[src/rtl/instr_fetch_if.sv]
// Fetch-stage bus bundle: ROM address/data, branch redirect and the decode handshake.
interface instr_fetch_if #(
  parameter int unsigned ADDR_W = 10,
  parameter int unsigned DATA_W = 32
);
  logic [ADDR_W-1:0] rom_addr;
  logic [DATA_W-1:0] rom_instr;
  logic              redirect_valid;
  logic [ADDR_W-1:0] redirect_pc;
  logic              out_valid;
  logic              out_ready;
  logic [DATA_W-1:0] out_instr;
  logic [ADDR_W-1:0] out_pc;

  // Fetch stage side
  modport master (
    output rom_addr,
    input  rom_instr,
    input  redirect_valid,
    input  redirect_pc,
    output out_valid,
    input  out_ready,
    output out_instr,
    output out_pc
  );

  // ROM / decode / branch-unit side
  modport slave (
    input  rom_addr,
    output rom_instr,
    output redirect_valid,
    output redirect_pc,
    input  out_valid,
    output out_ready,
    input  out_instr,
    input  out_pc
  );
endinterface

[src/rtl/instr_fetch.sv]
// Instruction fetch: PC register drives a one-cycle synchronous ROM; returned words land in a
// 2-entry buffer presented to decode over valid/ready. Redirect flushes everything in flight.
module instr_fetch #(
  parameter int unsigned       ADDR_W   = 10,
  parameter int unsigned       DATA_W   = 32,
  parameter logic [ADDR_W-1:0] RESET_PC = '0
) (
  input logic          clk,
  input logic          rst_n,
  instr_fetch_if.master bus
);

  localparam int unsigned EntW = ADDR_W + DATA_W;

  logic [ADDR_W-1:0] pc_q, pc_d;
  logic              inflight_q, inflight_d;
  logic [ADDR_W-1:0] inflight_pc_q, inflight_pc_d;
  logic [1:0]        occ_q, occ_d;
  // Entry 0 is always the head; entries are {pc, instr}.
  logic [EntW-1:0]   ent_q [2];
  logic [EntW-1:0]   ent_d [2];

  logic            pop;
  logic            push;
  logic            issue;
  logic [EntW-1:0] new_ent;

  assign bus.rom_addr  = pc_q;
  assign bus.out_valid = (occ_q != 2'd0);
  assign bus.out_pc    = ent_q[0][EntW-1:DATA_W];
  assign bus.out_instr = ent_q[0][DATA_W-1:0];

  assign pop     = bus.out_valid && bus.out_ready;
  assign push    = inflight_q;
  assign new_ent = {inflight_pc_q, bus.rom_instr};
  // Only issue when the word would still have a buffer slot on arrival.
  assign issue   = !bus.redirect_valid &&
                   (({1'b0, occ_q} + {2'b00, inflight_q}) < (3'd2 + {2'b00, pop}));

  // Next-state: buffer push/pop, PC advance, redirect flush
  always_comb begin
    pc_d          = pc_q;
    inflight_d    = inflight_q;
    inflight_pc_d = inflight_pc_q;
    occ_d         = occ_q;
    ent_d[0]      = ent_q[0];
    ent_d[1]      = ent_q[1];
    if (bus.redirect_valid) begin
      occ_d      = 2'd0;
      inflight_d = 1'b0;
      pc_d       = bus.redirect_pc;
    end else begin
      unique case ({push, pop})
        2'b10: begin
          ent_d[occ_q[0]] = new_ent;
          occ_d           = occ_q + 2'd1;
        end
        2'b01: begin
          ent_d[0] = ent_q[1];
          occ_d    = occ_q - 2'd1;
        end
        2'b11: begin
          if (occ_q == 2'd1) begin
            ent_d[0] = new_ent;
          end else begin
            ent_d[0] = ent_q[1];
            ent_d[1] = new_ent;
          end
        end
        default: ;
      endcase
      if (issue) begin
        inflight_d    = 1'b1;
        inflight_pc_d = pc_q;
        pc_d          = pc_q + {{(ADDR_W-1){1'b0}}, 1'b1};
      end else begin
        inflight_d = 1'b0;
      end
    end
  end

  // State registers
  always_ff @(posedge clk or negedge rst_n) begin
    if (!rst_n) begin
      pc_q          <= RESET_PC;
      inflight_q    <= 1'b0;
      inflight_pc_q <= '0;
      occ_q         <= 2'd0;
      ent_q[0]      <= '0;
      ent_q[1]      <= '0;
    end else begin
      pc_q          <= pc_d;
      inflight_q    <= inflight_d;
      inflight_pc_q <= inflight_pc_d;
      occ_q         <= occ_d;
      ent_q[0]      <= ent_d[0];
      ent_q[1]      <= ent_d[1];
    end
  end

endmodule

[src/flat_wrapper.sv]
// flat-port wrapper written by rule: the top's interface ports become plain ports
module instr_fetch_flat 
#(
  parameter int unsigned       ADDR_W   = 10,
  parameter int unsigned       DATA_W   = 32,
  parameter logic [ADDR_W-1:0] RESET_PC = '0
)
  (clk, rst_n, bus_rom_addr, bus_rom_instr, bus_redirect_valid, bus_redirect_pc, bus_out_valid, bus_out_ready, bus_out_instr, bus_out_pc);
  instr_fetch_if #(.ADDR_W(ADDR_W), .DATA_W(DATA_W)) bus_i ();
  input logic clk;
  input logic rst_n;
  output wire logic [$bits(bus_i.rom_addr)-1:0] bus_rom_addr;
  input wire logic [$bits(bus_i.rom_instr)-1:0] bus_rom_instr;
  input wire logic [$bits(bus_i.redirect_valid)-1:0] bus_redirect_valid;
  input wire logic [$bits(bus_i.redirect_pc)-1:0] bus_redirect_pc;
  output wire logic [$bits(bus_i.out_valid)-1:0] bus_out_valid;
  input wire logic [$bits(bus_i.out_ready)-1:0] bus_out_ready;
  output wire logic [$bits(bus_i.out_instr)-1:0] bus_out_instr;
  output wire logic [$bits(bus_i.out_pc)-1:0] bus_out_pc;
  assign bus_rom_addr = bus_i.rom_addr;
  assign bus_i.rom_instr = bus_rom_instr;
  assign bus_i.redirect_valid = bus_redirect_valid;
  assign bus_i.redirect_pc = bus_redirect_pc;
  assign bus_out_valid = bus_i.out_valid;
  assign bus_i.out_ready = bus_out_ready;
  assign bus_out_instr = bus_i.out_instr;
  assign bus_out_pc = bus_i.out_pc;
  instr_fetch #(.ADDR_W(ADDR_W), .DATA_W(DATA_W), .RESET_PC(RESET_PC)) u_core (.clk(clk), .rst_n(rst_n), .bus(bus_i));
endmodule
[config.mk]
export PLATFORM = sky130hd
export DESIGN_NAME = instr_fetch_flat
export DESIGN_NICKNAME = d
export VERILOG_FILES = /design/src/rtl/instr_fetch_if.sv /design/src/rtl/instr_fetch.sv /design/src/flat_wrapper.sv
export SDC_FILE = /design/constraint.sdc
export NUM_CORES = 1
export LEC_CHECK = 0
export CAP_MARGIN = 20
export CORE_ASPECT_RATIO = 0.75
export CORE_MARGIN = 5
export CORE_UTILIZATION = 40
export DETAILED_ROUTE_END_ITERATION = 7
export HOLD_SLACK_MARGIN = 0.1
export PLACE_DENSITY_LB_ADDON = 0.12
export RECOVER_POWER = 50
export SYNTH_ARGS = -nofsm -noshare
export SYNTH_HDL_FRONTEND = slang
export SYNTH_SLANG_ARGS = --single-unit
[constraint.sdc]
create_clock -name clk -period 5.7 [get_ports clk]
set_input_delay 1.14 -clock clk [delete_from_list [all_inputs] [get_ports clk]]
set_output_delay 1.14 -clock clk [all_outputs]
set_load 0.05 [all_outputs]
# == After elaboration in Yosys (flattened, before gate mapping) ==
# Index checks and enable logic that the tools add are counted.
# totals
input_bits,46
ff_bits,107
output_inout_bits,53
wordCells,46
# classes
magnitude_cmp,3
n_reduce_logical,12
eq_ne,5
bitwise_logic,2
mux,13
n_addsub,5
# ops
op,n
42-bit two-way mux,3
42-bit case mux with 3 select lines,1
84-bit bitwise mux,1
42-bit case mux with 2 select lines,1
42-bit demux with 1-bit select,1
10-bit two-way mux,2
"10-bit by 1-bit adder with 10-bit output, second input constant",1
2-bit nonzero test,3
3-bit nonzero test,2
"2-bit by 1-bit == test with 1-bit output, second input constant",2
"2-bit == test, second input constant",2
2-bit case mux with 2 select lines,1
2-bit AND reduction,2
2-bit by 1-bit adder with 3-bit output,1
"2-bit by 1-bit adder with 3-bit output, first input constant",1
1-bit logical AND,3
3-bit < comparator,1
3-bit AND reduction,1
"2-bit by 1-bit adder with 2-bit output, second input constant",1
"2-bit >= comparator, second input constant",1
"2-bit by 1-bit < comparator with 1-bit output, second input constant",1
1-bit two-way mux,2
2-bit two-way mux,1
"2-bit != test, second input constant",1
other kinds (4),4

# == Depth between registers and ports, before layout ==
# logic_depth
depth_word,7
mapped_depth,9

# == Worst setup path after synthesis ==
# OpenSTA, ideal clock, no wires.
# synth_path
path_kind,input port to flip-flop
startpoint,input bus_out_ready
endpoint,register u_core.inflight_pc_q[2]
stages,6
setup_slack_ps,3177
t_arrival_ps,2398
cell_sequence,or3b_1 -> buf_6 -> a21o_2 -> nor2_4 -> buf_6 -> mux2_2
# synth_between
elab_chain_len,5
# synth_rtl
element,line_no,text
start: declaration,flat_wrapper.sv:17,input wire logic [$bits(bus_i.out_ready)-1:0] bus_out_ready;
1-bit logical AND,instr_fetch.sv:33,assign pop = bus.out_valid && bus.out_ready;
2-bit by 1-bit adder with 3-bit output,instr_fetch.sv:38,"(({1'b0, occ_q} + {2'b00, inflight_q}) < (3'd2 + {2'b00, pop}));"
3-bit < comparator,instr_fetch.sv:38,
1-bit logical AND,instr_fetch.sv:37,assign issue = !bus.redirect_valid &&
2-bit AND reduction (no line),-,
end signal: assignment,instr_fetch.sv:94,inflight_pc_q <= inflight_pc_d;
end: declaration,instr_fetch.sv:17,"logic [ADDR_W-1:0] inflight_pc_q, inflight_pc_d;"
# No other way between the ends.
# A chain may end at the register's enable or synchronous reset.

==> impl_metrics.json <==
{
  "period_minus_slack_ns": 3.882,
  "avgSynthCellArea_sq_um": 11.36,
  "synth_area_sq_mm": 0.004955,
  "drtIter0Drc": 160,
  "cts_sinks": 107,
  "cp_num_cells": 2,
  "synth_cells": 436,
  "antenna_left": 0,
  "vias": 3324,
  "core.rowCount": 35,
  "cpPeakStageDelay_ns": 2.33,
  "initial_core_util": 0.4055,
  "tightest_slew_ns": 3.366,
  "critPathLaunchType": "primary input",
  "cts_resized": 0,
  "cp_max_fo": 65,
  "period_share": 0.6810,
  "die_h_um": 106.4,
  "run_status": "finished, violations left",
  "core_region_area_sq_mm": 0.01222,
  "cp_top_family": "buffers and inverters",
  "violations": "max-capacitance violations, max-slew violations",
  "port_buffers": 98,
  "antenna_found_initial": 0,
  "die_w_um": 138.5,
  "path_cells": "clkbuf_1 > buf_4",
  "drive_above_1_share": 0.1715,
  "cts-buffers-inserted": 9,
  "cts_buffer_depth": 2,
  "arrival_ns": 4.32,
  "cp-end-kind": "async pin",
  "ys_types": 38,
  "htree_levels": 3,
  "clock_skew_ns": 0.006531,
  "fmax_mhz": 257.6,
  "ctsHoldBuffers": 0,
  "slowest_stage": "clkbuf_1",
  "pin_count": 99,
  "drc": 0,
  "area_delta_synth_final_pct": 22.50,
  "gp_congestion": 0.7543,
  "irDropWorstVdd_uv": 419.2,
  "power_mw": 3.927,
  "setup_violations": 0,
  "yosysSeqAreaShare": 0.5404,
  "worst_hold_path_type": "reg -> reg",
  "tritoncts": "yes",
  "synthFlopType": "dfrtp_1",
  "ys_warn_count": 0,
  "grt_usage": 0.1439,
  "final_net_count": 532,
  "die_area_sq_mm": 0.01474,
  "postRouteWirelength_um": 10380,
  "slew_viol_final": 66,
  "clk_latency_ns": 0.34,
  "ys_async_sr_fraction": 1.000,
  "relSlewSlack": -1.244,
  "grt_max_degree": 66,
  "synth_edf_count": 0,
  "required_ns": 6.14,
  "crit_buf_inv": 2,
  "wl_per_cell_um": 15.98,
  "setup_tns_ns": 0,
  "cts_root_buffer": "clkbuf_16",
  "rsz0062_at_grt": "no",
  "viasPerCell": 5.114,
  "worstSetupPathType": "in -> async",
  "syn-num-nets": 487,
  "grt_pass1_vias": 3341,
  "r2r_setup_slack_ns": 2.74,
  "hold_viol": 0,
  "dr.pass1.iters": 4,
  "overflow": 0,
  "synth-seq-cells": 107,
  "hpwl_um": 6941,
  "drv_cap": 1,
  "powerDensity_mw_per_mm2": 647.0,
  "post-cts-setup-buffers": 0,
  "fin_cells": 650,
  "reg2reg_depth": 5,
  "antennaDiodeCount": 0,
  "grt_pass1_wl_um": 17150,
  "min_path_cells": 1,
  "p_leak_nw": 2.497,
  "clk_pin_slew_worst_paths_ns": 0.06,
  "dpl.cell_count": 636
}
-- metrics by stage --
stage / util / hold slack [ns] / setup slack, ns / area (sq um)
floorplan: - / 0.4802 / 3.177 / 4955
global placement: 0.4734 / 0.4887 / 1.972 / 5784
detailed placement: 0.4757 / 0.4930 / 1.878 / 5812
CTS: 0.4992 / 0.5093 / 2.253 / 6100
global route: 0.4968 / 0.5228 / 1.088 / 6070
finish: 0.4968 / 0.5052 / 1.818 / 6070
-- area by class of cell --
class / count / area (sq um)
Clock inverter: 1 / 7.507
Inverter: 7 / 26.28
Fill cell: 1111 / 6148
Multi-Input combinational cell: 253 / 1826
Timing Repair Buffer: 103 / 1045
Clock buffer: 13 / 280.3
Tap cell: 166 / 207.7
Sequential cell: 107 / 2678
-- synth_stat cells, types with 6 or more instances --
cell type  number  area share
clkbuf_1        8      0.0061
buf_4          42       0.064
nand2_1        14       0.011
mux2_2         52        0.12
xnor2_1         6       0.011
nor2_1         47       0.036
buf_2          11       0.011
a22oi_1        42       0.064
a21oi_1        46       0.046
inv_1           7      0.0053
dfrtp_1       107        0.54
buf_1           6      0.0045
-- logic make-up after synthesis --
| logic type | count (synthesis) | synth area share |
|---|---|---|
| AO/OA/AOI/OAI | 107 | 0.1460 |
| flip-flops | 107 | 0.5404 |
| AND/OR/NAND/NOR | 80 | 0.07096 |
| buffers and inverters | 76 | 0.09520 |
| multiplexers | 55 | 0.1242 |
| XOR/XNOR | 6 | 0.01061 |
| adder cells (fa/ha/maj) | 5 | 0.01263 |
-- state kept, by name, summed over array words and instances, names as in the netlist --
name                  flops
u_core.inflight_q         1
u_core.bus.out_instr     32
u_core.bus.rom_addr      10
u_core.inflight_pc_q     10
u_core.bus.out_pc        10
u_core.occ_q              2
u_core.ent_q             42
-- layer usage --
| metal | up-vias | wire [um] | global-route usage |
|---|---|---|---|
| li1 | 1583 | - | - |
| met1 | 1629 | 4885 | 0.1985 |
| met2 | 98 | 4768 | 0.2221 |
| met3 | 14 | 571 | 0.04317 |
| met4 | 0 | 159 | 0.03738 |
| met5 | - | 0 | 0 |
-- power breakdown --
part           switching (mW)  total, mW  leakage (nW)  internal, mW
sequential              0.231       1.36          1.26          1.13
combinational            1.21       1.97          1.10         0.760
clock                   0.256      0.596         0.140         0.339
-- cells in the final DEF, fill, tap and decap left out, types with 2 or more instances in the layout --
cell,netlist,routed
nand2b_1,3,3
clkbuf_16,0,9
dfrtp_1,107,107
mux2i_1,3,2
buf_4,42,3
inv_1,7,7
dlygate4sd3_1,0,22
ha_1,5,5
a211oi_1,3,3
mux2_2,52,52
xnor2_1,6,6
a21oi_1,46,44
nand2_1,14,14
nand4_1,3,3
nor2_1,47,48
clkdlybuf4s50_1,0,75
a22oi_1,42,42
o21ai_0,5,5
and3_1,2,2
a21oi_4,0,2
clkbuf_8,0,4
and3_2,2,2
nand3_1,4,4
-- path summary, 6_finish.rpt --
check                                   start                 endpoint
max in group clk           bus_redirect_valid          u_core.ent_q[7]
hold reg to reg              u_core.ent_q[17]         u_core.ent_q[17]
setup reg to reg            u_core.inflight_q  u_core.inflight_pc_q[9]
hold / removal               u_core.ent_q[17]         u_core.ent_q[17]
min in group asynchronous               rst_n  u_core.bus.out_instr[5]
setup / recovery                        rst_n     u_core.bus.out_pc[0]
(Power assumes the default switching activity.)
